### config.mk
export PLATFORM = sky130hd
export DESIGN_NAME = imem_loader_flat
export DESIGN_NICKNAME = d
export VERILOG_FILES = /design/src/rtl/imem_loader_pkg.sv /design/src/rtl/imem_loader_if.sv /design/src/rtl/imem_loader_byte_packer.sv /design/src/rtl/imem_loader.sv /design/src/flat_wrapper.sv
export SDC_FILE = /design/constraint.sdc
export NUM_CORES = 1
export LEC_CHECK = 0
export CAP_MARGIN = 30
export CORE_ASPECT_RATIO = 0.7
export CORE_UTILIZATION = 55
export CTS_CLUSTER_DIAMETER = 120
export CTS_CLUSTER_SIZE = 16
export DETAILED_ROUTE_END_ITERATION = 16
export HOLD_SLACK_MARGIN = 0.02
export MAX_ROUTING_LAYER = met4
export PLACE_DENSITY = 0.88
export SYNTH_ARGS = -nofsm -noshare
export SYNTH_HDL_FRONTEND = slang
export SYNTH_SLANG_ARGS = --single-unit
### constraint.sdc
create_clock -name clk -period 6.43 [get_ports clk]
set_input_delay 1.6075 -clock clk [delete_from_list [all_inputs] [get_ports clk]]
set_output_delay 1.6075 -clock clk [all_outputs]
set_load 0.05 [all_outputs]
### src/rtl/imem_loader_pkg.sv
// imem_loader_pkg: shared types and constants for the instruction-memory loader.
// Holds the loader FSM state enum, frame constants and an address helper.
package imem_loader_pkg;

    typedef enum logic [2:0] {
        ST_IDLE,
        ST_HDR0,
        ST_HDR1,
        ST_DATA,
        ST_CHK,
        ST_DONE,
        ST_ERR
    } loader_state_t;

    localparam int HDR_BYTES  = 2;
    localparam int WORD_BYTES = 4;

    // Byte address of word idx; upper bits are always zero.
    function automatic logic [63:0] word_addr(input logic [15:0] idx);
        return {46'd0, idx, 2'b00};
    endfunction

endpackage

### src/rtl/imem_loader_if.sv
// imem_loader_if: byte-stream handshake plus instruction-memory write bus.
// master = host/memory side, slave = loader side.
interface imem_loader_if;

    logic [7:0]  in_data;
    logic        in_valid;
    logic        in_ready;
    logic        imem_we;
    logic [63:0] imem_addr;
    logic [31:0] imem_wdata;

    modport master (
        output in_data,
        output in_valid,
        input  in_ready,
        input  imem_we,
        input  imem_addr,
        input  imem_wdata
    );

    modport slave (
        input  in_data,
        input  in_valid,
        output in_ready,
        output imem_we,
        output imem_addr,
        output imem_wdata
    );

endinterface

### src/rtl/imem_loader_byte_packer.sv
// byte_packer: gathers bytes LSB-first into a 32-bit little-endian word.
// Ports: clk, reset, clear, shift_en, byte_in -> word_full (pulse), word.
module byte_packer
    import imem_loader_pkg::*;
(
    input  logic        clk,
    input  logic        reset,
    input  logic        clear,
    input  logic        shift_en,
    input  logic [7:0]  byte_in,
    output logic        word_full,
    output logic [31:0] word
);

    logic [1:0]  cnt_q;
    logic [31:0] sr_q;

    always_ff @(posedge clk) begin
        if (reset || clear) begin
            cnt_q <= 2'd0;
            sr_q  <= 32'd0;
        end else if (shift_en) begin
            cnt_q <= cnt_q + 2'd1;
            sr_q  <= {byte_in, sr_q[31:8]};
        end
    end

    // The word is presented together with its last byte, so the
    // write can be registered on the very edge that accepts it.
    assign word_full = shift_en && (cnt_q == 2'(WORD_BYTES - 1));
    assign word      = {byte_in, sr_q[31:8]};

endmodule

### src/rtl/imem_loader.sv
// imem_loader: framed byte stream -> instruction memory writer, holds CPU in
// reset until a checksummed load succeeds. Ports: clk, reset, start, bus
// (stream + imem write), cpu_reset, busy, done, error.
module imem_loader
    import imem_loader_pkg::*;
#(
    parameter int MAX_WORDS = 1024
) (
    input  logic                clk,
    input  logic                reset,
    input  logic                start,
    imem_loader_if.slave        bus,
    output logic                cpu_reset,
    output logic                busy,
    output logic                done,
    output logic                error
);

    localparam logic [16:0] MAX_W = 17'(MAX_WORDS);

    loader_state_t state_q;
    loader_state_t state_d;

    logic [7:0]  cnt_lo_q;
    logic [15:0] count_q;
    logic [15:0] word_idx_q;
    logic [7:0]  chk_q;
    logic        we_q;
    logic [63:0] addr_q;
    logic [31:0] wdata_q;
    logic        cpu_reset_q;

    logic        xfer;
    logic [15:0] hdr_cnt;
    logic        last_word;
    logic        word_full;
    logic [31:0] word;

    logic clear;
    logic lo_en;
    logic cnt_en;
    logic shift;
    logic wr;
    logic chk_ok;

    assign busy      = (state_q == ST_HDR0) || (state_q == ST_HDR1) ||
                       (state_q == ST_DATA) || (state_q == ST_CHK);
    assign xfer      = bus.in_valid && busy;
    assign hdr_cnt   = {bus.in_data, cnt_lo_q};
    assign last_word = (word_idx_q == count_q - 16'd1);

    byte_packer u_packer (
        .clk       (clk),
        .reset     (reset),
        .clear     (clear),
        .shift_en  (shift),
        .byte_in   (bus.in_data),
        .word_full (word_full),
        .word      (word)
    );

    always_ff @(posedge clk) begin
        if (reset) state_q <= ST_IDLE;
        else       state_q <= state_d;
    end

    always_comb begin
        state_d = state_q;
        clear   = 1'b0;
        lo_en   = 1'b0;
        cnt_en  = 1'b0;
        shift   = 1'b0;
        wr      = 1'b0;
        chk_ok  = 1'b0;
        unique case (state_q)
            ST_IDLE, ST_ERR: begin
                if (start) begin
                    state_d = ST_HDR0;
                    clear   = 1'b1;
                end
            end
            ST_DONE: begin
                if (start) begin
                    state_d = ST_HDR0;
                    clear   = 1'b1;
                end else begin
                    state_d = ST_IDLE;
                end
            end
            ST_HDR0: begin
                if (xfer) begin
                    lo_en   = 1'b1;
                    state_d = ST_HDR1;
                end
            end
            ST_HDR1: begin
                if (xfer) begin
                    cnt_en = 1'b1;
                    if (hdr_cnt == 16'd0 || {1'b0, hdr_cnt} > MAX_W)
                        state_d = ST_ERR;
                    else
                        state_d = ST_DATA;
                end
            end
            ST_DATA: begin
                if (xfer) begin
                    shift = 1'b1;
                    if (word_full) begin
                        wr = 1'b1;
                        if (last_word) state_d = ST_CHK;
                    end
                end
            end
            ST_CHK: begin
                if (xfer) begin
                    if (bus.in_data == chk_q) begin
                        chk_ok  = 1'b1;
                        state_d = ST_DONE;
                    end else begin
                        state_d = ST_ERR;
                    end
                end
            end
            default: state_d = ST_IDLE;
        endcase
    end

    always_ff @(posedge clk) begin
        if (reset) begin
            cnt_lo_q    <= 8'd0;
            count_q     <= 16'd0;
            word_idx_q  <= 16'd0;
            chk_q       <= 8'd0;
            we_q        <= 1'b0;
            addr_q      <= 64'd0;
            wdata_q     <= 32'd0;
            cpu_reset_q <= 1'b1;
        end else begin
            we_q <= wr;
            if (clear) begin
                word_idx_q  <= 16'd0;
                chk_q       <= 8'd0;
                cpu_reset_q <= 1'b1;
            end
            if (lo_en)  cnt_lo_q <= bus.in_data;
            if (cnt_en) count_q  <= hdr_cnt;
            if (shift)  chk_q    <= chk_q ^ bus.in_data;
            if (wr) begin
                addr_q     <= word_addr(word_idx_q);
                wdata_q    <= word;
                word_idx_q <= word_idx_q + 16'd1;
            end
            if (chk_ok) cpu_reset_q <= 1'b0;
        end
    end

    assign bus.in_ready   = busy;
    assign bus.imem_we    = we_q;
    assign bus.imem_addr  = addr_q;
    assign bus.imem_wdata = wdata_q;
    assign cpu_reset      = cpu_reset_q;
    assign done           = (state_q == ST_DONE);
    assign error          = (state_q == ST_ERR);

endmodule

### src/flat_wrapper.sv
// flat-port wrapper written by rule: the top's interface ports become plain ports
module imem_loader_flat import imem_loader_pkg::*;
#(
    parameter int MAX_WORDS = 1024
)
  (clk, reset, start, cpu_reset, busy, done, error, bus_in_data, bus_in_valid, bus_in_ready, bus_imem_we, bus_imem_addr, bus_imem_wdata);
  imem_loader_if bus_i ();
  input  logic clk;
  input  logic reset;
  input  logic start;
  output logic cpu_reset;
  output logic busy;
  output logic done;
  output logic error;
  input wire logic [$bits(bus_i.in_data)-1:0] bus_in_data;
  input wire logic [$bits(bus_i.in_valid)-1:0] bus_in_valid;
  output wire logic [$bits(bus_i.in_ready)-1:0] bus_in_ready;
  output wire logic [$bits(bus_i.imem_we)-1:0] bus_imem_we;
  output wire logic [$bits(bus_i.imem_addr)-1:0] bus_imem_addr;
  output wire logic [$bits(bus_i.imem_wdata)-1:0] bus_imem_wdata;
  assign bus_i.in_data = bus_in_data;
  assign bus_i.in_valid = bus_in_valid;
  assign bus_in_ready = bus_i.in_ready;
  assign bus_imem_we = bus_i.imem_we;
  assign bus_imem_addr = bus_i.imem_addr;
  assign bus_imem_wdata = bus_i.imem_wdata;
  imem_loader #(.MAX_WORDS(MAX_WORDS)) u_core (.clk(clk), .reset(reset), .start(start), .bus(bus_i), .cpu_reset(cpu_reset), .busy(busy), .done(done), .error(error));
endmodule
==> impl_results.md <==
- Max clock buf depth: 2
- Post-synth EDFFs: 0
- Detailed Route WL: approximately 14 mm
- Sequential cell area fraction in the yosys report: roughly 43%
- FF+latch count, synth: 127
- Gr ovfl total: 0
- XOR/XNOR Fraction of Synth Area: 4.15%
- Power Density: approximately 310 nW/um^2
- Synthesized area: ~6000 um^2
- Layout Skew: 0.00783 ns
- Critical path class: primary input to register
- Slew Limit Headroom: 32.7%
- Setup WS pre-CTS: 1.71 ns
- Layer with the highest usage: met2
- Final setup viols: 0
- Simple logic cell fraction of the synthesized area: 25.5%
- Commonest cells after routing, fill and taps aside: nand2_1, dfxtp_1, a21oi_1
- Setup ws final: 2.05 ns
- Ant diodes: 0
- Vias in the first global route: between 4000 and 5000
- Post-route minimum period: roughly 4.4 ns
- Post-CTS Resized: 0
- RSZ-0062 raised after global routing: no
- Tcrit/Tclk final: between 60 and 70%
- Peak VDD IR: a little under 400 uV
- Synth Area in Compound Gates: 15.5%
- Critical Path Fanout Max: 36
- Placer Congestion: 0.910
- Crit start category: primary input
- Gr usage total: 26.9%
- M3 GR Usage: 5.86%
- Chip width: 126 um
- Final Cell Area: 6950 um^2
- Most common flop cell mapped by yosys: dfxtp_1
- Residual DRC: 0
- GR met1 Demand/Resource: 37.0%
- Met2 Usage GRT: between 30% and 40%
- Crit path required time: 6.78 ns
- Yosys warns: 0
- Initial antenna violation count: 0
- # IOs: 114
- DIE AREA: approximately 11000 um^2
- Starting DRT DRC Count: 529
- Fin. max-slew vios: 0
- Largest stage delay, worst path: 0.60 ns
- Num rows: 31
- First-pass DRT Iterations: 5
- DR vias: approximately 5300
- CTS tree: done
- Crit-path cells: clkdlybuf4s50_1 > nor2b_1 > and3_1 > buf_4 > nand2_2 > buf_4 > nor3_1 > nand3_1 > mux2_1 > nor2_1
- Family with the most delay on the worst path: simple AND/OR/NAND/NOR gates
- Largest net degree at the start of global routing: 58
- Most common cell after layout, fill and taps aside: nand2_1
- Share of layout cells above drive strength 1: 6.79%
- Min-Delay Path Class: register to register
- Post-synthesis mux area share: 0.911%
- Starting density of the core: between 50 and 60%
- F_max: 0.228 GHz
- Port bufs: 65
- Post-synth cell types: 55
- Final #Nets: 827
- Leakage power: between 2 and 2.5 nW
- Placed instance area: 6370 um^2
- CP Capture Type: register
- Cts hold-fix bufs: 0
- Skew-Pair Late Insertion Delay: 0.42 ns
- Clock Sinks: 127
- Routed Antenna Nets: 0
- CTS clk-pin slew, worst paths: 0.06 ns
- Root Driver: clkbuf_16
- Most used cell, CP: buf_4
- Core region area: 10400 um^2
- Die extent in y: just under 90 um
- Htree depth: 4
- Max capacitance violation total: 0
- Final Power: about 2.2 mW
- Crit path buffers/inverters: 3
- Vias/cell: ~5.5
- Largest family of logic cells by synthesized area: simple AND/OR/NAND/NOR gates
- Hold slack: 0.454 ns
- Asr flop ratio synth: 0%
- Worst path slowest cell: clkdlybuf4s50_1
- Wire length of the first global-routing pass: 22.7 mm
- HPWL Detailed: 9.23 mm
- DR WL/cell: roughly 15 um
- Fin. Hold Viols: 0
- Setup Fix Bufs, Post-CTS: 0
- Actual slew at the worst max-slew pin: 1.01 ns
- Gate Count Post-Synth: 778
- Post-synthesis area per instance: roughly 7.6 um^2
- Outcome: complete, no violations
- Setup TNS: 0 ns
- Area growth, synth to finish: 17.8%
- Adder-cell area share of the yosys netlist: 0.636%
- CP Data Arrival Time: 4.73 ns
- Cts bufs inserted: 17
[kinds of logic after synthesis]
group / after synthesis
and+or+nand+nor: 338
AOI/OAI and AO/OA: 165
other: 1
adders and majority gates: 3
xor gates and xnor gates: 28
DFF: 127
buffers and inverters: 111
muxes: 5
[metal layers]
| metal | wire [um] | vias up | share of wire, % |
|---|---|---|---|
| li1 | - | 2585 | - |
| met4 | 259 | 0 | 1.8 |
| met3 | 1060 | 23 | 7.5 |
| met5 | 0 | - | 0 |
| met2 | 6150 | 237 | 44 |
| met1 | 6640 | 2445 | 47 |
[registers in the layout (all words and copies together), names as in the netlist]
name / count
u_core.state_q: 3
u_core.u_packer.sr_q: 24
u_core.cnt_lo_q: 8
u_core.cpu_reset: 1
u_core.bus.imem_we: 1
u_core.chk_q: 8
u_core.word_idx_q: 16
u_core.bus.imem_addr: 16
u_core.count_q: 16
u_core.bus.imem_wdata: 32
u_core.u_packer.cnt_q: 2
[worst reg2reg max path, cell delays in order, from the launching register on]
cell,delay (ns)
dfxtp_1,0.44
nor2b_1,0.29
and3_1,0.19
buf_4,0.31
nand2_2,0.40
buf_4,0.40
nor3_1,0.35
nand3_1,0.15
mux2_1,0.34
nor2_1,0.08
[area by class of cell]
class | instances | area, um^2
well taps | 132 | 165
flip-flops and latches | 127 | 2540
multi-input cells | 587 | 2940
clock buffers | 17 | 425
clock inverters | 15 | 161
inverters | 9 | 33.8
fillers | 841 | 3440
repair buffers | 70 | 683
[synth_stat cells, types with 2 or more instances]
library cell	count	area share, %
and2_1	2	0.21
xor2_1	17	2.5
mux2_1	2	0.38
clkbuf_1	51	3.2
a21oi_1	118	10
nor4_1	11	1.2
nand2_1	214	14
or2_2	7	0.74
nand3b_1	3	0.38
a31oi_1	7	0.74
buf_1	2	0.13
dfxtp_1	127	43
nand4_1	4	0.42
or4_1	3	0.38
nand3_1	12	1.0
nor3_1	12	1.0
nor2b_1	8	0.85
a211oi_2	2	0.42
o21ai_0	18	1.5
mux2i_1	2	0.34
a311oi_1	3	0.44
ha_1	3	0.64
and3_1	8	0.85
or4_4	2	0.38
nor2_1	37	2.4
xnor2_1	11	1.6
inv_1	9	0.57
o32ai_1	2	0.30
nor3b_1	2	0.25
nand2b_1	5	0.53
o31ai_1	2	0.25
buf_4	49	6.2
[stage by stage]
| step | utilization (%) | cells |
|---|---|---|
| 2_1_floorplan | - | 825 |
| 5_1_grt | 66.9 | 957 |
| 3_5_place_dp | 61.3 | 925 |
| 4_1_cts | 66.9 | 957 |
| 6_report | 66.9 | 957 |
| 3_3_place_gp | 61.3 | 925 |
[path summary, 6_finish.rpt]
check,startpoint,endpoint,slack [ns],depth (start not counted)
worst min-delay path,u_core.bus.imem_addr[8],u_core.bus.imem_addr[8],0.45,2
worst min register to register,u_core.bus.imem_addr[8],u_core.bus.imem_addr[8],0.45,2
worst max-delay path,bus_in_valid,u_core.word_idx_q[11],2.05,10
worst max register to register,u_core.state_q[2],u_core.word_idx_q[11],3.41,9
[report_power, final]
part / total [mW] / internal (mW) / switching (mW)
Combinational: 0.382 / 0.110 / 0.272
Sequential: 0.846 / 0.808 / 0.0378
Clock: 0.943 / 0.573 / 0.370
Total: 2.17 / 1.49 / 0.679
(Power assumes the default switching activity.)
